$ cat src/rtl/req_encoder_8to3.sv
// rtl/req_encoder_8to3.sv - registered 8-to-3 event encoder with valid/ready output and sticky pending mask
// Optional macro REQ_ENCODER_ROUND_ROBIN_EN selects rotating priority; default build uses fixed lowest-bit priority.
module req_encoder_8to3 (
    input  logic       clock,
    input  logic       reset,
    input  logic [7:0] req,
    input  logic       ready,
    output logic       valid,
    output logic [2:0] index,
    output logic [7:0] pending
);

    typedef enum logic {
        EMPTY = 1'b0,
        FULL  = 1'b1
    } state_t;

    state_t     state, state_nxt;
    logic [7:0] pend, pend_nxt;
    logic [2:0] idx, idx_nxt;
    logic [2:0] last, last_nxt;
    logic [7:0] cand;
    logic       free;
    logic [2:0] grant;
    logic       found;

    assign free = (state == EMPTY) || ready;
    // Same-cycle strobes compete alongside held events.
    assign cand = pend | req;

`ifdef REQ_ENCODER_ROUND_ROBIN_EN
    logic [2:0] rr_pos;

    always_comb begin
        grant  = 3'd0;
        found  = 1'b0;
        rr_pos = 3'd0;
        for (int k = 0; k < 8; k++) begin
            // 3-bit addition wraps 7 -> 0 naturally.
            rr_pos = last + 3'd1 + 3'(k);
            if (!found && cand[rr_pos]) begin
                grant = rr_pos;
                found = 1'b1;
            end
        end
    end
`else
    always_comb begin
        grant = 3'd0;
        found = |cand;
        for (int k = 7; k >= 0; k--) begin
            if (cand[k]) begin
                grant = 3'(k);
            end
        end
    end
`endif

    always_comb begin
        state_nxt = state;
        pend_nxt  = pend;
        idx_nxt   = idx;
        last_nxt  = last;
        if (free) begin
            if (found) begin
                state_nxt = FULL;
                idx_nxt   = grant;
                last_nxt  = grant;
                // A strobe on the granted line this cycle is absorbed by the grant.
                pend_nxt  = cand & ~(8'd1 << grant);
            end else begin
                state_nxt = EMPTY;
            end
        end else begin
            pend_nxt = pend | req;
        end
    end

    always_ff @(posedge clock) begin
        if (reset) begin
            state <= EMPTY;
            pend  <= 8'h00;
            idx   <= 3'd0;
            last  <= 3'd7;
        end else begin
            state <= state_nxt;
            pend  <= pend_nxt;
            idx   <= idx_nxt;
            last  <= last_nxt;
        end
    end

    assign valid   = (state == FULL);
    assign index   = idx;
    assign pending = pend;

endmodule

$ cat config.mk
export PLATFORM = sky130hd
export DESIGN_NAME = req_encoder_8to3
export DESIGN_NICKNAME = d
export VERILOG_FILES = /design/src/rtl/req_encoder_8to3.sv
export SDC_FILE = /design/constraint.sdc
export NUM_CORES = 1
export LEC_CHECK = 0
export ABC_AREA = 1
export CAP_MARGIN = 20
export CORE_MARGIN = 2
export CORE_UTILIZATION = 42
export CTS_CLUSTER_DIAMETER = 60
export DETAILED_ROUTE_END_ITERATION = 16
export PLACE_DENSITY = 0.77
export SETUP_SLACK_MARGIN = 0.15
export SLEW_MARGIN = 10
export SYNTH_ARGS = -nofsm -noshare
export SYNTH_HDL_FRONTEND = slang
export SYNTH_SLANG_ARGS = --single-unit
$ cat constraint.sdc
create_clock -name clock -period 1.75 [get_ports clock]
set_clock_uncertainty 0.15 [all_clocks]
set_input_delay 0.2625 -clock clock [delete_from_list [all_inputs] [get_ports clock]]
set_output_delay 0.2625 -clock clock [all_outputs]
set_load 0.1 [all_outputs]
**Word level (Yosys, flattened, before mapping)**

Index checks and enable logic that the tools add are counted.

- Equality and inequality tests: 1
- Shifts and indexed selects: 1
- Multiplexer cells: 11
- Bitwise operators: 4
- Reductions and logical operators: 3

Operator list:

| cell | count |
|---|---|
| $mux W3 | 8 |
| $mux W8 | 2 |
| $and A8 B8 Y8 | 1 |
| $not A8 Y8 | 1 |
| $or A8 B8 Y8 | 1 |
| $reduce_or A8 Y1 | 1 |
| $shl A1 B3 Y8 const A | 1 |
| $ne A2 B1 Y1 const B | 1 |
| $reduce_and A2 Y1 | 1 |
| $logic_or A1 B1 Y1 | 1 |
| $mux W1 | 1 |
| $not A1 Y1 | 1 |

- Flip-flop bits (word level): 12
- Input bits: 11
- Output and inout bits: 12
- Logic and storage cells: 23

**Depth between registers and ports, before layout**

Gate-level depths: netlist of run 1.

- Depth in word-level cells: 14
- Mapped depth: 11
- Depth with buffers taken out: 11

**Least setup slack after synthesis of run 1**

Ideal clock, no wire load.

- Kind: register to register
- From: register pend[2] (netlist: pending[2])
- To: register pend[3] (netlist: pending[3])
- Library setup time: 0.128 ns
- Arrival time: 1.734 ns
- Required time: 1.472 ns
- Path slack: -0.261 ns
- Cell stages (with the launch flop): 8
- Path buffers: 0
- Period minus slack after synthesis: 2.011 ns
- Cell sequence: dfxtp_1 -> nor2_1 -> nand2_1 -> inv_1 -> a21oi_4 -> nand3_1 -> nand2_1 -> nor2_1

- Longest elaborated chain between the ends: 9
- Elaborated cells on any way between the ends: 11
- Classes of those cells: eq/ne: 1; shift: 1; mux: 5; bitwise: 3; reduce/logical: 1

Ends and longest elaborated chain:

| what | line | RTL |
|---|---|---|
| start, declared | 19 | `logic [7:0] pend, pend_nxt;` |
| start signal, assigned | 87 | `pend <= pend_nxt;` |
| $or A8 B8 Y8 * | 29 | `assign cand = pend \| req;` |
| $mux W3 (3 in series) | 52 | `if (cand[k]) begin` |
| $shl A1 B3 Y8 | 70 | `pend_nxt = cand & ~(8'd1 << grant);` |
| $not A8 Y8 | 70 |  |
| $and A8 B8 Y8 | 70 |  |
| $mux W8 | 65 | `if (found) begin` |
| $mux W8 | 64 | `if (free) begin` |

Every way passes the cells marked *; elsewhere a longest branch is shown, timed or not. The select of a mux whose other input is x is not followed.
A chain may end at the register's enable or synchronous reset.

**Final worst setup path of run 1**

- From: input req[2]
- To: register pend[5] (netlist: pending[5])

- Longest elaborated chain between the ends: 9
- Elaborated cells on any way between the ends: 11
- Classes of those cells: eq/ne: 1; shift: 1; mux: 5; bitwise: 3; reduce/logical: 1

Ends and longest elaborated chain:

| what | line | RTL |
|---|---|---|
| start, declared | 6 | `input logic [7:0] req,` |
| $or A8 B8 Y8 * | 29 |  |
| $mux W3 (3 in series) | 52 |  |
| $shl A1 B3 Y8 | 70 |  |
| $not A8 Y8 | 70 |  |
| $and A8 B8 Y8 | 70 |  |
| $mux W8 | 65 |  |
| $mux W8 | 64 |  |

Marked as above.

==> results.txt, run 1 <==
The flow ran to the end, and the final reports show no timing, DRC or antenna violations. The die outline height works out to 42.3 um. The type of destination of the critical path was a flip-flop.

The tools report the endpoint arrival time on the critical path as 1530 ps. The post-route fraction of the period consumed by the critical path was 85.8%. Clock tree synthesis inserted a total of 3 buffers. The H-tree level count was 1. The synthesized design devotes to its leading area cell type 39.0% of total area.

The multi-input combinational cell area is 312 um2, and the relative area change from synthesis to final layout is 74.4%. The sequential cell area is 264 um2, and the count of nets after finishing is 138. After detailed routing, the total wire length is 1400 um.

The number of nets handed over by synthesis was 106. The core region is 0.00133 mm2. The tools report the total grt overflow as 0.

By instance count, the leading cell after synthesis is nand2_1. Main flop type after synthesis: dfxtp_1. Setup repair after global routing could not meet its margin everywhere.

The run gives 1140 um as the half-perimeter wire length after detailed placement. The root buffer cell chosen for the clock tree is clkbuf_4. Counting the fill cells in the layout gives 100. The floorplan has 13 rows. The logs give 0 for the initial antenna violation count and 137 for the number of instances in the placed design. Of the total synthesized cell area, the portion taken by full adders, half adders and majority gates is 0%.

Of all nets on the critical path, the largest fanout is 3. The number of enable-type register cells in the synthesized netlist was 0; the I/O pin count was 23. The area share of xor/xnor cells in the synthesized design is 0%. The tools report the count of routing violations after the opening detailed-route iteration as 10. In this run the remaining antenna-violating nets after routing total 0. The number of antenna diodes in the final layout is 0. The clock sink count is 12, and the post-synthesis register bit count is 12.

The synthesized area was 616 um2. The start-to-end type of the worst setup path was primary input to flip-flop. In this run, the clock network consumes 22.5% of the power.

The path class of the tightest hold or removal check is flip-flop to flip-flop. The shortest clock period the worst path allows after layout came out at 1500 ps. Port buffering added 22 buffers. The total leakage power came out at 0.521 nW.

The area share of and/or/nand/nor cells after synthesis was 38.6%. The worst endpoint required time was 1780 ps; the number of iterations in the first detailed-routing pass was 4. The complex-gate fraction of the synthesized area was 10.8%; the clock-pin slew of the registers on the worst-case setup and hold paths was 80 ps. The sequential group share of total power is 38.6%.

Buffers inserted to repair hold after CTS numbered 0. After detailed routing, the number of vias per cell comes to 4.63. Power density over the cells: 750 mW/mm2. For the worst-skew pair, the clock arrives at the later sink with an insertion delay of 270 ps. By area the synthesized netlist is led by dfxtp_1 39%, nand2_1 17%, inv_1 10%. Max-cap violations in this run came to 0. By count the netlist is led by 28 x nand2_1, 17 x inv_1, 15 x nor2_1, 12 x dfxtp_1, 5 x nand3_1. Routability-driven placement finished with a final weighted congestion of 0.881. Largest family of logic cells by synthesized area: simple AND/OR/NAND/NOR gates. Via count of the first global-routing pass: 616. Entering global routing, the biggest net connects 12 pins. The fraction of layout cells with a size suffix above 1 is 34.1%, and the area of all placed cells without fillers is 0.00107 mm2.

The number of cells in the finished layout apart from fillers came out at 141. Worst-path cell with the longest stage delay: clkdlybuf4s50_1. Combinational cells account for 38.8% of the total power. TritonCTS built the clock tree.

In this run the power spent charging and discharging nets is 0.000306 W. The number of remaining DRC errors is 0, and the mux contribution to synthesized area is 0%. The number of warnings reported in the yosys synthesis log was 0; the routed length per instance was 9.92 um.

The share of the yosys chip area belonging to registers is 39.0%, and the fmax is 0.666 GHz. Global routing consumed, over all layers together, 17.3% of the routing resources. Setup violations remaining at the end of the flow were counted as 0. Walking the worst path, the cells encountered are clkdlybuf4s50_1, nor2_2, nand2_1, nor2_4, nand3_2, nor2_2, nand3_1, nand2_1, inv_1. The run gives 2 as the number of buffers between clock root and the deepest sink. The net switching fraction of the power works out to 38.0%.

The die span in x is 42.3 um, and the final worst hold slack is 366 ps. Measured against its own limit, the worst slew margin works out to 73.0%. The average instance area after synthesis was 6.48 um2; the share of synthesized registers carrying an async set or reset was 0%.

STA classifies the critical path startpoint as a primary input. The actual slew at the worst max-slew pin came out at 404 ps. The buffers inserted during post-CTS setup optimization was 0.

The die footprint was 0.00179 mm2; the hold violation total from the final report was 0. The logs give 17 for the number of distinct standard cells referenced by the synthesized netlist and 653 for the number of vias after detailed routing. After clock tree synthesis, the repair step resized 0 gates.

The biggest area consumer among synthesized cells is dfxtp_1. In this design, the stage delay of the slowest critical-path cell is 420 ps. The design internal power came out at 0.000500 W. The effective utilization at floorplan came out at 46.2%.

The worst-case IR drop observed on VDD is 0.516 mV. Synthesis handed over a netlist of 95 instances. The tools report the number of pins exceeding their max-slew limit in the final report as 0. The first global-routing pass estimated 2370 um of wire. The cell area after placement is 0.00104 mm2.
## cell families after synthesis
| family | after synthesis |
|---|---|
| buffers and inverters | 19 |
| AO/OA/AOI/OAI | 9 |
| AND/OR/NAND/NOR | 55 |
| flip-flops | 12 |
## cell usage in the layout (no fill, tap or decap), types with 2 or more instances in the layout
cell | netlist | layout
nor2_2 | 3 | 6
dfxtp_4 | 0 | 5
inv_1 | 17 | 17
nor2_1 | 15 | 12
a21oi_1 | 4 | 4
buf_4 | 0 | 6
nand2_1 | 28 | 28
clkbuf_4 | 0 | 3
dfxtp_2 | 0 | 4
clkdlybuf4s50_1 | 0 | 10
nand3_1 | 5 | 5
dfxtp_1 | 12 | 3
buf_12 | 0 | 12
o21ai_0 | 2 | 2
## power groups by stage
| stage | Sequential, W | Clock [W] | Combinational, W |
|---|---|---|---|
| after floorplan | 0.000433 | 0 | 0.0000672 |
| after global placement | 0.000316 | 0 | 0.000309 |
| after detailed placement | 0.000317 | 0 | 0.000312 |
| after CTS | 0.000311 | 0.000184 | 0.000312 |
| after global routing | 0.000314 | 0.000195 | 0.000329 |
| final | 0.000311 | 0.000181 | 0.000313 |
## final timing paths
check | cells past startpoint | slack, ps | endpoint | from
max | 9 | 250 | pending[5]$_SDFFE_PP0P_ | req[2]
min reg2reg | 2 | 370 | index[1]$_SDFFE_PP0P_ | index[1]$_SDFFE_PP0P_
max reg2reg | 8 | 280 | pending[5]$_SDFFE_PP0P_ | pending[2]$_SDFFE_PP0P_
min | 2 | 370 | index[1]$_SDFFE_PP0P_ | index[1]$_SDFFE_PP0P_
## registers in the layout, indices dropped and copies added (netlist names)
name,count
index,3
pending,8
valid,1
## per-stage QoR
stage	setup slack [ps]	total power [W]	utilization, %	TNS, ps
after floorplan	159	0.000501	-	0
after global placement	-47.9	0.000625	78.0	-144
after detailed placement	-69.5	0.000629	78.0	-265
after CTS	209	0.000807	79.9	0
after global routing	142	0.000839	80.5	0
final	248	0.000805	80.5	0
## critical path, delay by kind of cell
kind	cells	cell delay (ps)
buf+inv	2	450
simple gates	7	830
## metal layers
metal	track usage (%)	share of wire, %
met1	22.7	48
met2	24.6	44
met3	4.31	5.5
met4	11.9	2.2
met5	0	0
## layout make-up
type	count	share of cell area (%)
Clock buffer	4	2.45
Sequential cell	12	24.6
Tap cell	15	1.75
Inverter	18	6.29
Timing Repair Buffer	28	35.9
Multi-Input combinational cell	64	29.0
Power figures use the tool's default switching activity.
==> run 2, diff against run 1 <==
CELL_PAD_IN_SITES_DETAIL_PLACEMENT = 1   (was default)
CELL_PAD_IN_SITES_GLOBAL_PLACEMENT = 1   (was default)
CORE_UTILIZATION = 25   (was 42)
PLACE_DENSITY = default   (was 0.77)
PLACE_DENSITY_LB_ADDON = 0.1   (was default)
clock period = 1.2 ns   (was 1.75 ns; I/O delays follow)
==> results.txt, run 2 (same netlist as run 1, synthesis figures left out) <==
The flow ran to the end, but the final reports show violations. The checks that failed: negative setup slack. Setup repair after global routing could not meet its margin everywhere. The overall power was 0.00132 W; the hold-critical path depth was 3. After detailed routing, the number of vias per cell comes to 4.47. The initial utilization of the core area, before any placement, comes to 27.0%. Number of remaining DRC errors: 0.

The number of placement rows was 17; the number of buffers between clock root and the deepest sink was 2. After global routing the overflow that remains totals 0. The initial antenna violation count came out at 0. The worst register-to-register path begins at pending[0]$_SDFFE_PP0P_. The worst setup path is of the primary input to flip-flop kind. The number of cells on the worst reg-to-reg path is 8.

The run gives -2110 ps as the final sum of negative setup slack. On the final layout, the worst hold slack is 190 ps. In this run the power density over the cells is 928 mW/mm2. After layout, the worst path uses 116% of the clock period. Once layout is complete, the cells apart from fillers number 176. At the worst endpoint, the required time is 1240 ps. Startpoint of the tightest hold check path: req[4]. Fraction of layout cells with a size suffix above 1: 64.9%.

Detailed placement ended at an HPWL of 1570 um. TritonCTS built the clock tree. The first global-routing pass estimated 3190 um of wire. Entering global routing, the biggest net connects 10 pins. The number of pins exceeding their max-slew limit in the final report is 0. The run gives 2200 um as the wire length after detailed routing. After layout, the minimum clock period comes to 1400 ps. For the worst setup path, the data arrival time is 1430 ps. The first TritonRoute pass finished after 3 iterations. The antenna diode count was 0; the insertion delay of the later-clocked pin in the worst-skew pair was 290 ps. STA classifies the critical path endpoint as a flip-flop. The worst hold path class was primary input to flip-flop. After clock tree synthesis, the clock-pin slew on the worst setup and hold paths is 70 ps. STA classifies the critical path startpoint as a primary input.

The die footprint was 0.00288 mm2. The hold violation total from the final report is 0, and the count of routing violations after the opening detailed-route iteration is 3. The H-tree level count was 1.

Clock sink count: 12. For this run, the top clock speed supported by timing is 0.717 GHz. Measured on the finished design, the core utilization comes to 62.6%. Relative area change from synthesis to final layout: 131%. Along the worst path, the maximum fanout reaches 3. Via count of the first global-routing pass: 802. The cell sitting at the root of the clock tree is a clkbuf_4. The routed layout has 786 vias. The routed length per instance was 12.5 um; the antenna violation net count after detailed routing was 0. The actual slew at the worst max-slew pin is 400 ps, and the relative slew slack is 73.2%. In this run the static leakage power is 0.685 nW. Placeable core region: 0.00228 mm2.

The congestion estimate from routability-driven global placement came to 0.726. At the end of the flow, the number of nets in the layout was 160. Buffers placed on the I/O ports in this run total 22.

Setup slack of the critical path after layout: -195 ps. The run gives 162 as the number of instances in the placed design. The most common cell after layout, fill and taps aside is buf_4. Leaving out fill and tap cells, the most frequent cells in the layout are 16 x buf_4, 15 x nand2_2, 13 x inv_1, 13 x nand2_1. The run gives -190 ps as the slack of the worst reg-to-reg path. Global routing used 16.0% of the available tracks. Setup violations remaining at the end of the flow were counted as 18. The hold-critical path endpoint was pending[4]$_SDFFE_PP0P_. Hold repair after CTS inserted 0 buffers. In this run the count of I/O pins placed on the die edge is 23. Number of max-cap violations: 0. From bottom edge to top edge, the die measures 53.6 um.

In this run the critical register-to-register path is captured at pending[5]$_SDFFE_PP0P_. Number of flip-flops under the largest register name: 8. In this run, CTS created clock tree buffers numbering 3. From left edge to right edge, the die measures 53.6 um.

The worst ir drop on vdd was 0.525 mV.
==> run 2: cell types whose count changed in the layout (fill, tap and decap cells not counted), sizes merged <==
cell           change
buf               +22
clkdlybuf4s50      -5
dlygate4sd2        +3
dlymetal6s2s       +2
==> run 2: report_power, final <==
part	switching, W	internal (W)	total, W
registers	0.0000287	0.000418	0.000447
clock network	0.000150	0.000129	0.000280
logic	0.000339	0.000257	0.000596
total	0.000518	0.000804	0.00132
==> run 2: metal layers <==
metal | up-vias | track usage (%) | wire length [um]
met5 | - | 0 | 0
met4 | 0 | 8.97 | 55
met3 | 5 | 3.33 | 91
met2 | 19 | 29.0 | 1180
met1 | 372 | 17.0 | 869
li1 | 390 | - | -
==> run 2: worst max-delay path by stage <==
stage                       startpoint                       to  cells past startpoint
2_1_floorplan  pending[7]$_SDFFE_PP0P_  pending[3]$_SDFFE_PP0P_                      7
5_1_grt        pending[2]$_SDFFE_PP0P_  pending[5]$_SDFFE_PP0P_                      8
3_3_place_gp                    req[2]  pending[5]$_SDFFE_PP0P_                      9
3_5_place_dp                    req[5]  pending[6]$_SDFFE_PP0P_                      9
4_1_cts        pending[2]$_SDFFE_PP0P_  pending[5]$_SDFFE_PP0P_                      8
6_report                        req[6]  pending[5]$_SDFFE_PP0P_                     11
==> run 2: timing repair <==
item	in CTS	in global routing
buffers inserted	5	5
endpoints found under the setup margin	24	24
resized for setup	22	15
pin swaps	8	9
==> run 2: layout make-up <==
cell class | instances | area (um2)
clock buffers | 4 | 26.3
fillers | 272 | 852
inverters | 18 | 67.6
multi-input cells | 64 | 418
flip-flops and latches | 12 | 280
well taps | 28 | 35.0
repair buffers | 50 | 597
==> run 2: worst max-delay path, cell delays in order <==
cell and delay, ps:
clkdlybuf4s50_1 430, nor2_2 150, nand2_1 80, nand2_2 60
nand2_2 60, nand2_2 70, nand2_2 80, nand2_2 100
nand3_1 110, nand2_1 70, inv_1 30
==> run 2: metrics by stage <==
step                worst slack, ps  instance area [um2]
floorplan                      -226                  711
global placement               -498                 1220
detailed placement             -530                 1220
CTS                            -185                 1340
global route                   -294                 1420
finish                         -195                 1420
